--- config.mk ---
export PLATFORM = sky130hd
export DESIGN_NAME = axis_input_packer
export DESIGN_NICKNAME = d
export VERILOG_FILES = /design/src/rtl/axis_input_packer.sv
export SDC_FILE = /design/constraint.sdc
export NUM_CORES = 1
export LEC_CHECK = 0
export ABC_CLOCK_PERIOD_IN_PS = 2600
export BUFFER_PORTS_ARGS = -buffer_cell sky130_fd_sc_hd__buf_2
export CORE_ASPECT_RATIO = 0.6
export CORE_MARGIN = 4
export CORE_UTILIZATION = 57
export DETAILED_ROUTE_END_ITERATION = 10
export PLACE_DENSITY = 0.76
export SLEW_MARGIN = 10
export SYNTH_ARGS = -nofsm -noshare
export SYNTH_HDL_FRONTEND = slang
export SYNTH_SLANG_ARGS = --single-unit
--- constraint.sdc ---
create_clock -name clk -period 2.6 [get_ports clk]
set_input_delay 0.13 -clock clk [delete_from_list [all_inputs] [get_ports clk]]
set_output_delay 0.13 -clock clk [all_outputs]
set_load 0.03 [all_outputs]
--- src/rtl/axis_input_packer.sv ---
// Packs narrow AXIS words (word 0 in the LSBs) into one wide AXIS beat; early TLAST zero-fills the rest.
// Latency: beat valid the cycle after the completing word handshake; one input word per cycle sustained.
// Backpressure: a one-beat output register plus the accumulator; S_AXIS_TREADY drops only while a completed beat waits.
module axis_input_packer #(
    parameter int arraySize = 2,
    parameter int inputBits = 8,
    parameter int inWidth   = 32,
    parameter int outWidth  = arraySize*inputBits*5+48,
    parameter int WORDS     = (outWidth+inWidth-1)/inWidth
) (
    input  logic                  clk,
    input  logic                  rst,
    input  logic [inWidth-1:0]    S_AXIS_TDATA,
    input  logic [inWidth/8-1:0]  S_AXIS_TKEEP,
    input  logic                  S_AXIS_TLAST,
    input  logic                  S_AXIS_TVALID,
    output logic                  S_AXIS_TREADY,
    output logic [outWidth-1:0]   M_AXIS_TDATA,
    output logic [outWidth/8-1:0] M_AXIS_TKEEP,
    output logic                  M_AXIS_TLAST,
    output logic                  M_AXIS_TVALID,
    input  logic                  M_AXIS_TREADY
);

    localparam int ACC_W = WORDS*inWidth;
    localparam int IN_B  = inWidth/8;
    localparam int ACC_B = ACC_W/8;
    localparam int OUT_B = outWidth/8;
    localparam int CW    = (WORDS > 1) ? $clog2(WORDS) : 1;

    typedef enum logic {ST_ACCUM, ST_WAIT} state_t;

    state_t              state_q, state_d;
    logic [CW-1:0]       cnt_q, cnt_d;
    logic [ACC_W-1:0]    acc_q, acc_d;
    logic [ACC_B-1:0]    acc_keep_q, acc_keep_d;
    logic                acc_last_q, acc_last_d;
    logic                out_vld_q, out_vld_d;
    logic [outWidth-1:0] out_dat_q, out_dat_d;
    logic [OUT_B-1:0]    out_keep_q, out_keep_d;
    logic                out_last_q, out_last_d;
    logic                rdy_q, rdy_d;

    logic                s_rdy, s_hs, m_hs, beat_done;
    logic [ACC_W-1:0]    beat_dat;
    logic [ACC_B-1:0]    beat_keep;
    int                  word_idx;

    // Input keep is assumed all-ones; unreceived words are tracked by the counter instead.
    logic unused_keep;
    assign unused_keep = ^S_AXIS_TKEEP;

    always_comb begin
        s_rdy     = rdy_q && (state_q == ST_ACCUM);
        s_hs      = S_AXIS_TVALID && s_rdy;
        m_hs      = out_vld_q && M_AXIS_TREADY;
        word_idx  = int'(cnt_q);
        beat_dat  = acc_q;
        beat_keep = acc_keep_q;
        beat_dat[word_idx*inWidth +: inWidth] = S_AXIS_TDATA;
        beat_keep[word_idx*IN_B +: IN_B]      = '1;
        beat_done = s_hs && (S_AXIS_TLAST || (cnt_q == CW'(WORDS-1)));

        state_d    = state_q;
        cnt_d      = cnt_q;
        acc_d      = acc_q;
        acc_keep_d = acc_keep_q;
        acc_last_d = acc_last_q;
        out_vld_d  = out_vld_q;
        out_dat_d  = out_dat_q;
        out_keep_d = out_keep_q;
        out_last_d = out_last_q;
        rdy_d      = 1'b1;

        if (m_hs) begin
            out_vld_d = 1'b0;
        end

        case (state_q)
            ST_ACCUM: begin
                if (beat_done) begin
                    cnt_d = '0;
                    if (!out_vld_q || m_hs) begin
                        // Output slot free (or freeing now): reload with no bubble.
                        out_vld_d  = 1'b1;
                        out_dat_d  = beat_dat[outWidth-1:0];
                        out_keep_d = beat_keep[OUT_B-1:0];
                        out_last_d = S_AXIS_TLAST;
                        acc_d      = '0;
                        acc_keep_d = '0;
                        acc_last_d = 1'b0;
                    end else begin
                        state_d    = ST_WAIT;
                        acc_d      = beat_dat;
                        acc_keep_d = beat_keep;
                        acc_last_d = S_AXIS_TLAST;
                    end
                end else if (s_hs) begin
                    cnt_d      = cnt_q + 1'b1;
                    acc_d      = beat_dat;
                    acc_keep_d = beat_keep;
                end
            end
            ST_WAIT: begin
                if (m_hs) begin
                    out_vld_d  = 1'b1;
                    out_dat_d  = acc_q[outWidth-1:0];
                    out_keep_d = acc_keep_q[OUT_B-1:0];
                    out_last_d = acc_last_q;
                    acc_d      = '0;
                    acc_keep_d = '0;
                    acc_last_d = 1'b0;
                    state_d    = ST_ACCUM;
                end
            end
            default: state_d = ST_ACCUM;
        endcase
    end

    always_ff @(posedge clk or negedge rst) begin
        if (!rst) begin
            state_q    <= ST_ACCUM;
            cnt_q      <= '0;
            acc_q      <= '0;
            acc_keep_q <= '0;
            acc_last_q <= 1'b0;
            out_vld_q  <= 1'b0;
            out_dat_q  <= '0;
            out_keep_q <= '0;
            out_last_q <= 1'b0;
            rdy_q      <= 1'b0;
        end else begin
            state_q    <= state_d;
            cnt_q      <= cnt_d;
            acc_q      <= acc_d;
            acc_keep_q <= acc_keep_d;
            acc_last_q <= acc_last_d;
            out_vld_q  <= out_vld_d;
            out_dat_q  <= out_dat_d;
            out_keep_q <= out_keep_d;
            out_last_q <= out_last_d;
            rdy_q      <= rdy_d;
        end
    end

    assign S_AXIS_TREADY = s_rdy;
    assign M_AXIS_TDATA  = out_dat_q;
    assign M_AXIS_TKEEP  = out_keep_q;
    assign M_AXIS_TLAST  = out_last_q;
    assign M_AXIS_TVALID = out_vld_q;

endmodule

; ---- After elaboration in Yosys (flattened, before gate mapping)
; Index checks and enable logic that the tools add are counted.
[totals]
latch_bits = 0
mem_bits_rw = 0
elab_cells = 74
mem_count = 0
romBits = 0
ff_bits = 295
[op_classes]
multipliers = 0
addsub = 3
reduce_logical = 12
bitwise = 1
n_div = 0
mux = 39
n_lt_le_gt_ge = 0
eq_ne = 5
n_shift = 4
[ops]
columns = op, count
row1 = 2-to-1 mux 128 bit, 7
row2 = one-hot mux 128 bit (2 select lines), 2
row3 = bitwise mux 128 bit, 1
row4 = "variable shift 32 x 33 -> 128 bit, first input constant", 1
row5 = indexed part select 32 x 33 -> 128 bit, 1
row6 = 2-to-1 mux 16 bit, 7
row7 = one-hot mux 16 bit (2 select lines), 2
row8 = negator 4 -> 33 bit, 1
row9 = negator 7 -> 33 bit, 1
row10 = "variable shift 4 x 33 -> 16 bit, first input constant", 1
row11 = "indexed part select 4 x 33 -> 16 bit, first input constant", 1
row12 = bitwise mux 16 bit, 1
row13 = 2-to-1 mux 1 bit, 13
row14 = one-hot mux 1 bit (2 select lines), 4
row15 = AND reduction 2 bit, 3
row16 = logical AND 1 bit, 4
row17 = 2-to-1 mux 2 bit, 2
row18 = "!= test 2 x 1 -> 1 bit, second input constant", 2
row19 = "!= test 3 bit, second input constant", 1
row20 = AND reduction 3 bit, 1
row21 = "adder 2 x 1 -> 2 bit, second input constant", 1
row22 = "equality test 2 bit, second input constant", 1
row23 = logical OR 1 bit, 2
row24 = "!= test 2 bit, second input constant", 1
row25 = 3 further kinds, 3

; ---- Logic depth before layout (Yosys ltp)
; Gate-level depths: netlist of run 1.
[depth]
word_depth = 6
ltp_mapped = 9
depth_no_buf = 6

; ---- Least setup slack after synthesis of run 1
; No wires, ideal clock.
[synth_timing]
path_type = register to register
startpoint = register cnt_q[0]
endpoint = register acc_q[117]
setup_ns = 0.121
t_arrival_ns = 2.061
slack_ns = 0.418
stages_incl_launch_ff = 9
period_less_slack_ns = 2.182
n_path_buf = 2
cell_sequence = dfrtp_1 -> inv_1 -> ha_1 -> and4bb_1 -> nor2b_1 -> and2_1 -> buf_2 -> buf_4 -> a22o_1
[synth_between]
elab_chain_cells = 6
elab_cells_between_ends = 13
cone_classes = add/sub (1) / eq/ne (2) / shift (2) / mux (5) / reduce/logical (3)
[synth_rtl]
columns = element, line_no
row1 = from (decl), 34  ; logic [CW-1:0] cnt_q, cnt_d;
row2 = from (signal assigned), 134  ; cnt_q <= cnt_d;
row3 = negator 7 -> 33 bit, 60  ; beat_dat[word_idx*inWidth +: inWidth] = S_AXIS_TDATA;
row4 = indexed part select 32 x 33 -> 128 bit or variable shift 32 x 33 -> 128 bit (tied branches), 60
row5 = bitwise mux 128 bit, 60
row6 = "2-to-1 mux 128 bit, on equally long branches", "98, 83"
row7 = 2-to-1 mux 128 bit, 81  ; if (beat_done) begin
row8 = one-hot mux 128 bit (2 select lines), 79  ; case (state_q)
row9 = to (signal assigned), 124  ; acc_q <= '0;
row10 = to (signal assigned), 135  ; acc_q <= acc_d;
row11 = to (decl), 35  ; logic [ACC_W-1:0] acc_q, acc_d;
; Several ways; a longest one is shown, not always the timed one. The select of a mux whose other input is x is not followed.
; A chain may end at the register's enable or synchronous reset.

; ---- Worst setup path in the final report of run 1
[layout_timing]
startpoint = register cnt_q[1]
endpoint = register out_dat_q[35] (netlist: M_AXIS_TDATA[35])
[layout_between]
elab_chain_cells = 6
elab_cells_between_ends = 12
cone_classes = add/sub (1) / eq/ne (2) / shift (2) / mux (4) / reduce/logical (3)
[layout_rtl]
columns = element, line_no
row1 = negator 7 -> 33 bit, 60
row2 = indexed part select 32 x 33 -> 128 bit or variable shift 32 x 33 -> 128 bit (tied branches), 60
row3 = bitwise mux 128 bit, 60
row4 = 2-to-1 mux 128 bit, 83  ; if (!out_vld_q || m_hs) begin
row5 = 2-to-1 mux 128 bit, 81
row6 = one-hot mux 128 bit (2 select lines), 79
row7 = to (signal assigned), 139  ; out_dat_q <= out_dat_d;
row8 = to (decl), 39  ; logic [outWidth-1:0] out_dat_q, out_dat_d;
; Several ways; a longest one is shown, not always the timed one. The select of a mux whose other input is x is not followed.

==> flow_metrics.tcl, run 1 <==
set metrics [dict create \
    synth-edff-count 0 \
    p_switching_mw 8.07 \
    dpl_cell_area_mm2 0.0134 \
    clock.fmax_ghz 0.416 \
    initial_core_util_pct 59.2 \
    cp-end-kind "flip-flop" \
    io_buffers 183 \
    cts_max_path_buffers 3 \
    vias 9686 \
    grt_pass1_wl_mm 53.2 \
    hold_class "input pin to asynchronous set/reset pin" \
    cts-root-buf "clkbuf_16" \
    drive_gt1_share_pct 22.9 \
    clkSinkCount 295 \
    critPathMaxStageDelay_ns 0.79 \
    place_hpwl_mm 21.6 \
    r2r_start "cnt_q[1]$_DFFE_PN0P_" \
    relSlewSlack_pct 35.5 \
    ys_types 40 \
    timing.rr.end "M_AXIS_TDATA[35]$_DFFE_PN0P_" \
    drc_errors 0 \
    path_class "flip-flop to flip-flop" \
    p_per_area_mw_per_mm2 1270 \
    synth-seq-cells 295 \
    drtIter0Drc 1161 \
    startpoint_type "flip-flop" \
    design_power_total_mw 18.6 \
    final_util_pct 71.7 \
    fp.dieW_um 196 \
    clkTransAtPathRegs_ns 0.06 \
    cts_inserted_buffers 27 \
    routed_wl_mm 33.3 \
    yosysMostFrequentCell "dfrtp_1" \
    viasPerCell 6.17 \
    place.gp.congestion 0.854 \
    ioPinCount 188 \
    synthArstFlopShare_pct 100 \
    finalSetupTns_ns 0 \
    r2r_cells 7 \
    synthToLayoutAreaGrowth_pct 21.0 \
    detail_route.first_pass.iterations 5 \
    finalSetupViolCount 0 \
    final_area_mm2 0.0146 \
    clkPwrFrac_pct 20.5 \
    timing.reg2reg.setup_slack_ns 0.19 \
    synth.cell_area_mm2 0.0121 \
    place_inst 1485 \
    synth_compound_area_share_pct 20.9 \
    fp.dieArea_mm2 0.0237 \
    synth-simple-area-share_pct 13.2 \
    status "finished, final reports clean" \
    grt.total_usage_pct 27.9 \
    post-synth-top-area-cell "dfrtp_1" \
    p_int_mw 10.5 \
    muxShareOfSynthArea_pct 0.0827 \
    tritoncts "done" \
    synth_top_cells_by_count "295 x dfrtp_1, 275 x nor2_1, 128 x a221oi_1, 102 x a22o_1, 48 x buf_2" \
    period_share_pct 92.6 \
    worst_slew_pin_slew_ns 0.964 \
    cp_cell_sequence "inv_1, ha_1, nand2b_2, buf_4, nor3_4, a221oi_1, nor2_1" \
    crit_slowest_cell "nor3_4" \
    insertion_delay_ns 0.53 \
    finalHoldViolCount 0 \
    grt_setup_unrepaired "no" \
    post-synth-top-area-fraction_pct 61.0 \
    report.final.slew_viol_count 0 \
    antenna_found_initial 0 \
    finalClockSkew_ns 0.0142 \
    cts_max_level 1 \
    fin_cells 1569 \
    period_needed_ns 2.41 \
    cts_setup_buffers 0 \
    synth_cells 1091 \
    p_leak_nw 7.02 \
    rows 40 \
    grt_pass1_vias 9562 \
    fin_nets 1323 \
    drv_cap 0 \
    syn-mean-instance-area_um2 11.1 \
    combPwrFrac_pct 42.0 \
    diodes 0 \
    dieHeight_um 121 \
    synth_flop_cell "dfrtp_1" \
    swShare_pct 43.4 \
    core_area_mm2 0.0204 \
    synthXorXnorAreaFrac_pct 0 \
    fillers 1484 \
    critPathArrivalTime_ns 2.84 \
    yosys_warnings 0 \
    ys_top_cells_by_area "dfrtp_1 61%, a221oi_1 9.3%, nor2_1 8.5%, a22o_1 7.4%, buf_2 2.0%" \
    synth_top_family_by_area "compound AO/OA/AOI/OAI gates" \
    synth_fa_ha_area_share_pct 0.621 \
    ys_seq_area_share_pct 61.0 \
    critPathRequiredTime_ns 3.03 \
    final_antenna_net_count 0 \
    synthesis.nets 1138 \
    ir_worst_vdd_mv 0.767 \
    grt_remaining_overflow 0 \
    critPathMaxFanout 33 \
    grt_max_degree 96 \
    wire_per_inst_um 21.2 \
    p_seq_share_pct 37.5 \
]
[logic make-up (layout without fill, tap and decap cells)]
kind of cell	Yosys count	after routing
multiplexers	1	1
AND/OR/NAND/NOR	371	371
buffers and inverters	114	319
AO/OA/AOI/OAI	303	303
other	1	1
adder cells (fa/ha/maj)	6	6
flip-flops	295	295
[sequential cells by signal (all words and copies together) (netlist names)]
signal,cells
M_AXIS_TDATA,128
acc_q,128
M_AXIS_TKEEP,16
acc_keep_q,16
cnt_q,2
M_AXIS_TLAST,1
M_AXIS_TVALID,1
acc_last_q,1
rdy_q,1
state_q,1
[worst max-delay path: cells and delay by family (launching register included)]
kind | cells | cell delay [ns]
compound gates | 1 | 0.23
fa+ha+maj | 1 | 0.20
buf+inv | 2 | 0.41
flops | 1 | 0.41
simple gates | 3 | 1.05
[cell usage in the layout (no fill, tap or decap), types with 2 or more instances in the layout]
| cell type | count |
|---|---|
| clkinvlp_4 | 3 |
| o2bb2ai_1 | 26 |
| clkbuf_16 | 27 |
| nor2b_1 | 19 |
| a22o_1 | 102 |
| and4bb_1 | 2 |
| clkbuf_1 | 6 |
| inv_1 | 3 |
| nor4b_4 | 2 |
| buf_2 | 182 |
| o21ai_0 | 21 |
| clkinv_2 | 6 |
| nor2_1 | 274 |
| nand3_1 | 4 |
| dfrtp_1 | 295 |
| nand2b_2 | 4 |
| o22ai_4 | 2 |
| ha_1 | 6 |
| a221oi_1 | 128 |
| dlygate4sd3_1 | 35 |
| buf_12 | 8 |
| nand2_1 | 39 |
| and3_1 | 2 |
| a21oi_1 | 16 |
| nand2b_1 | 14 |
| nor3_4 | 2 |
| clkbuf_8 | 7 |
| buf_4 | 41 |
[routing by layer]
metal / part of all wire [%] / global-route usage [%] / vias up
met5: 0 / 0 / -
met4: 1.8 / 5.84 / 0
met3: 8.5 / 4.90 / 54
met2: 44 / 42.0 / 443
met1: 45 / 42.9 / 4872
li1: - / - / 4317
[worst max path at each step]
stage	slack, ns	cells past startpoint	start	endpoint
global route	0.1	7	cnt_q[1]$_DFFE_PN0P_	M_AXIS_TDATA[35]$_DFFE_PN0P_
floorplan	0.42	8	cnt_q[0]$_DFFE_PN0P_	acc_q[117]$_DFFE_PN0P_
CTS	0.02	7	cnt_q[1]$_DFFE_PN0P_	M_AXIS_TDATA[88]$_DFFE_PN0P_
global placement	0.18	6	cnt_q[0]$_DFFE_PN0P_	acc_q[47]$_DFFE_PN0P_
detailed placement	0.008	6	cnt_q[1]$_DFFE_PN0P_	acc_q[38]$_DFFE_PN0P_
finish	0.19	7	cnt_q[1]$_DFFE_PN0P_	M_AXIS_TDATA[35]$_DFFE_PN0P_
[power by group through the flow]
stage          combinational, mW  sequential (mW)  clock (mW)
2_1_floorplan               2.88             9.19           0
3_3_place_gp                7.62             6.98           0
3_5_place_dp                7.76             7.03           0
4_1_cts                     7.83             6.97        3.85
5_1_grt                     8.39             7.17        4.03
6_report                    7.81             6.98        3.81
[metrics by stage]
step	setup WS (ns)	hold slack, ns
after floorplan	0.418	-0.166
after global placement	0.183	0.172
after detailed placement	0.00848	0.166
after CTS	0.0167	0.211
after global routing	0.0966	0.232
final	0.194	0.175
[what timing repair did]
action	4_1_cts	5_1_grt
endpoints found under the setup margin	1	30
hold buffers	35	0
hold endpoints to repair	216	0
gates resized for setup	1	2
[layout make-up]
type                       count  area, um2  share of cell area [%]
clock buffer                  40        795                    5.43
clock inverter                 9       52.6                   0.359
inverter                       3       11.3                  0.0769
multi-input combinational    682       4310                    29.5
sequential                   295       7380                    50.4
tap                          273        342                    2.33
timing repair buffer         267       1740                    11.9
(Power assumes the default switching activity.)
==> run 2, diff against run 1 <==
Settings changed: CORE_ASPECT_RATIO 0.6 to not set.
==> run 2 against run 1 <==
  * First-iteration DRC count shrank 40%
  * Sequential cell count unchanged
  * Worst setup slack improved by 0.012 ns
  * Critical endpoint is now M_AXIS_TDATA[52]$_DFFE_PN0P_
  * Wire length fell by 2.4%
==> flow_metrics.tcl, run 2 (synthesis results as in run 1) <==
set metrics [dict create \
    fp.dieArea_mm2 0.0236 \
    ir_worst_vdd_mv 0.739 \
    finalClockSkew_ns 0.0119 \
    grt_pass1_wl_mm 52.6 \
    hold_class "input pin to asynchronous set/reset pin" \
    finalSetupViolCount 0 \
    worst_slew_pin_slew_ns 0.989 \
    cpMostUsedCell "buf_4" \
    crit_buf_inv 3 \
    place_inst 1483 \
    final_common_cell "dfrtp_1" \
    path_class "flip-flop to flip-flop" \
    initial_core_util_pct 57.7 \
    period_needed_ns 2.39 \
    relSlewSlack_pct 33.8 \
    path_delay_family "simple AND/OR/NAND/NOR gates" \
    startpoint_type "flip-flop" \
    cts_inserted_buffers 29 \
    ioPinCount 188 \
    critPathArrivalTime_ns 2.86 \
    wire_per_inst_um 20.7 \
    diodes 0 \
    crit_slowest_cell "nor3_4" \
    rows 53 \
    fin_nets 1321 \
    drv_cap 0 \
    detail_route.first_pass.iterations 5 \
    timing.reg2reg.setup_slack_ns 0.21 \
    p_per_area_mw_per_mm2 1280 \
    finalHoldViolCount 0 \
    drive_gt1_share_pct 23.2 \
    cts_max_level 1 \
    core_area_mm2 0.0210 \
    cts-root-buf "clkbuf_16" \
    cp_cell_sequence "inv_1, ha_1, buf_4, nand2_1, buf_4, nor3_4, a221oi_1, nor2_1" \
    clkSinkCount 295 \
    critPathRequiredTime_ns 3.06 \
    r2r_start "cnt_q[1]$_DFFE_PN0P_" \
    seq_area_mm2 0.00738 \
    multi_input_area_mm2 0.00432 \
    critPathMaxFanout 19 \
    timing.rr.end "M_AXIS_TDATA[52]$_DFFE_PN0P_" \
    final_cell_mix "295 x dfrtp_1, 274 x nor2_1, 182 x buf_2" \
    place.gp.congestion 0.829 \
    clkTransAtPathRegs_ns 0.06 \
    antenna_found_initial 0 \
    routed_wl_mm 32.5 \
    final_util_pct 70.3 \
    drtIter0Drc 696 \
    clock.fmax_ghz 0.418 \
    cp-end-kind "flip-flop" \
    vias 9685 \
    final_antenna_net_count 0 \
    dieHeight_um 154 \
    r2r_cells 8 \
    status "finished, final reports clean" \
    insertion_delay_ns 0.54 \
    grt_remaining_overflow 0 \
    cts_setup_buffers 0 \
    report.final.slew_viol_count 0 \
    grt_setup_unrepaired "no" \
    period_share_pct 92.1 \
    fillers 1604 \
    grt.total_usage_pct 27.2 \
    grt_pass1_vias 9718 \
    viasPerCell 6.16 \
    cts_max_path_buffers 3 \
    tritoncts "done" \
    synthToLayoutAreaGrowth_pct 21.7 \
    place_hpwl_mm 20.5 \
    drc_errors 0 \
    critPathMaxStageDelay_ns 0.79 \
    fp.dieW_um 154 \
    fin_cells 1571 \
    io_buffers 183 \
    grt_max_degree 92 \
    p_leak_nw 7.06 \
]
==> run 2: worst max-delay path by stage <==
stage / cells after the start / start / to
floorplan: 8 / cnt_q[0]$_DFFE_PN0P_ / acc_q[117]$_DFFE_PN0P_
global placement: 7 / cnt_q[0]$_DFFE_PN0P_ / acc_q[47]$_DFFE_PN0P_
detailed placement: 7 / cnt_q[1]$_DFFE_PN0P_ / acc_q[55]$_DFFE_PN0P_
CTS: 7 / cnt_q[0]$_DFFE_PN0P_ / acc_q[123]$_DFFE_PN0P_
global route: 7 / cnt_q[1]$_DFFE_PN0P_ / acc_q[47]$_DFFE_PN0P_
finish: 8 / cnt_q[1]$_DFFE_PN0P_ / M_AXIS_TDATA[52]$_DFFE_PN0P_
==> run 2: routing by layer <==
metal,vias to the layer above,track usage (%),routed length [um]
met5,-,0,0
li1,4314,-,-
met1,4897,38.7,13600
met4,0,7.57,662
met3,59,4.84,2430
met2,415,44.0,15800
==> run 2: area by class of cell <==
cell class,instances,area share [%]
multi-input cells,682,29.3
flip-flops and latches,295,50.1
repair buffers,263,11.6
clock inverters,20,1.32
clock buffers,33,5.23
inverters,3,0.0765
well taps,275,2.34
==> run 2: power by group <==
part | switching [mW] | internal (mW) | total [mW] | leakage [nW]
registers | 0.876 | 6.08 | 6.96 | 3.79
logic | 5.45 | 2.30 | 7.76 | 2.78
clock network | 1.77 | 2.43 | 4.20 | 0.479
==> run 2: per-stage QoR <==
stage	power (mW)	setup WS, ns	cell area, um2	hold slack (ns)	setup TNS (ns)
floorplan	12.1	0.418	12100	-0.166	0
global placement	14.5	0.0497	13400	0.126	0
detailed placement	14.7	-0.0948	13400	0.137	-0.741
CTS	19.0	0.0177	14700	0.146	0
global route	19.9	0.0319	14700	0.174	0
finish	18.9	0.206	14700	0.128	0
==> run 2: worst register-to-register path, delay by kind of cell (launching register included) <==
kind | cells | cell delay, ns
compound gates | 1 | 0.26
buf+inv | 3 | 0.39
flops | 1 | 0.34
simple gates | 3 | 1.04
fa+ha+maj | 1 | 0.29
==> run 2: timing repair <==
item,in CTS,in global routing
endpoints found under the hold margin,233,0
setup endpoints to repair,14,20
gates cloned,0,0
gates resized for setup,2,2
hold buffers,35,0
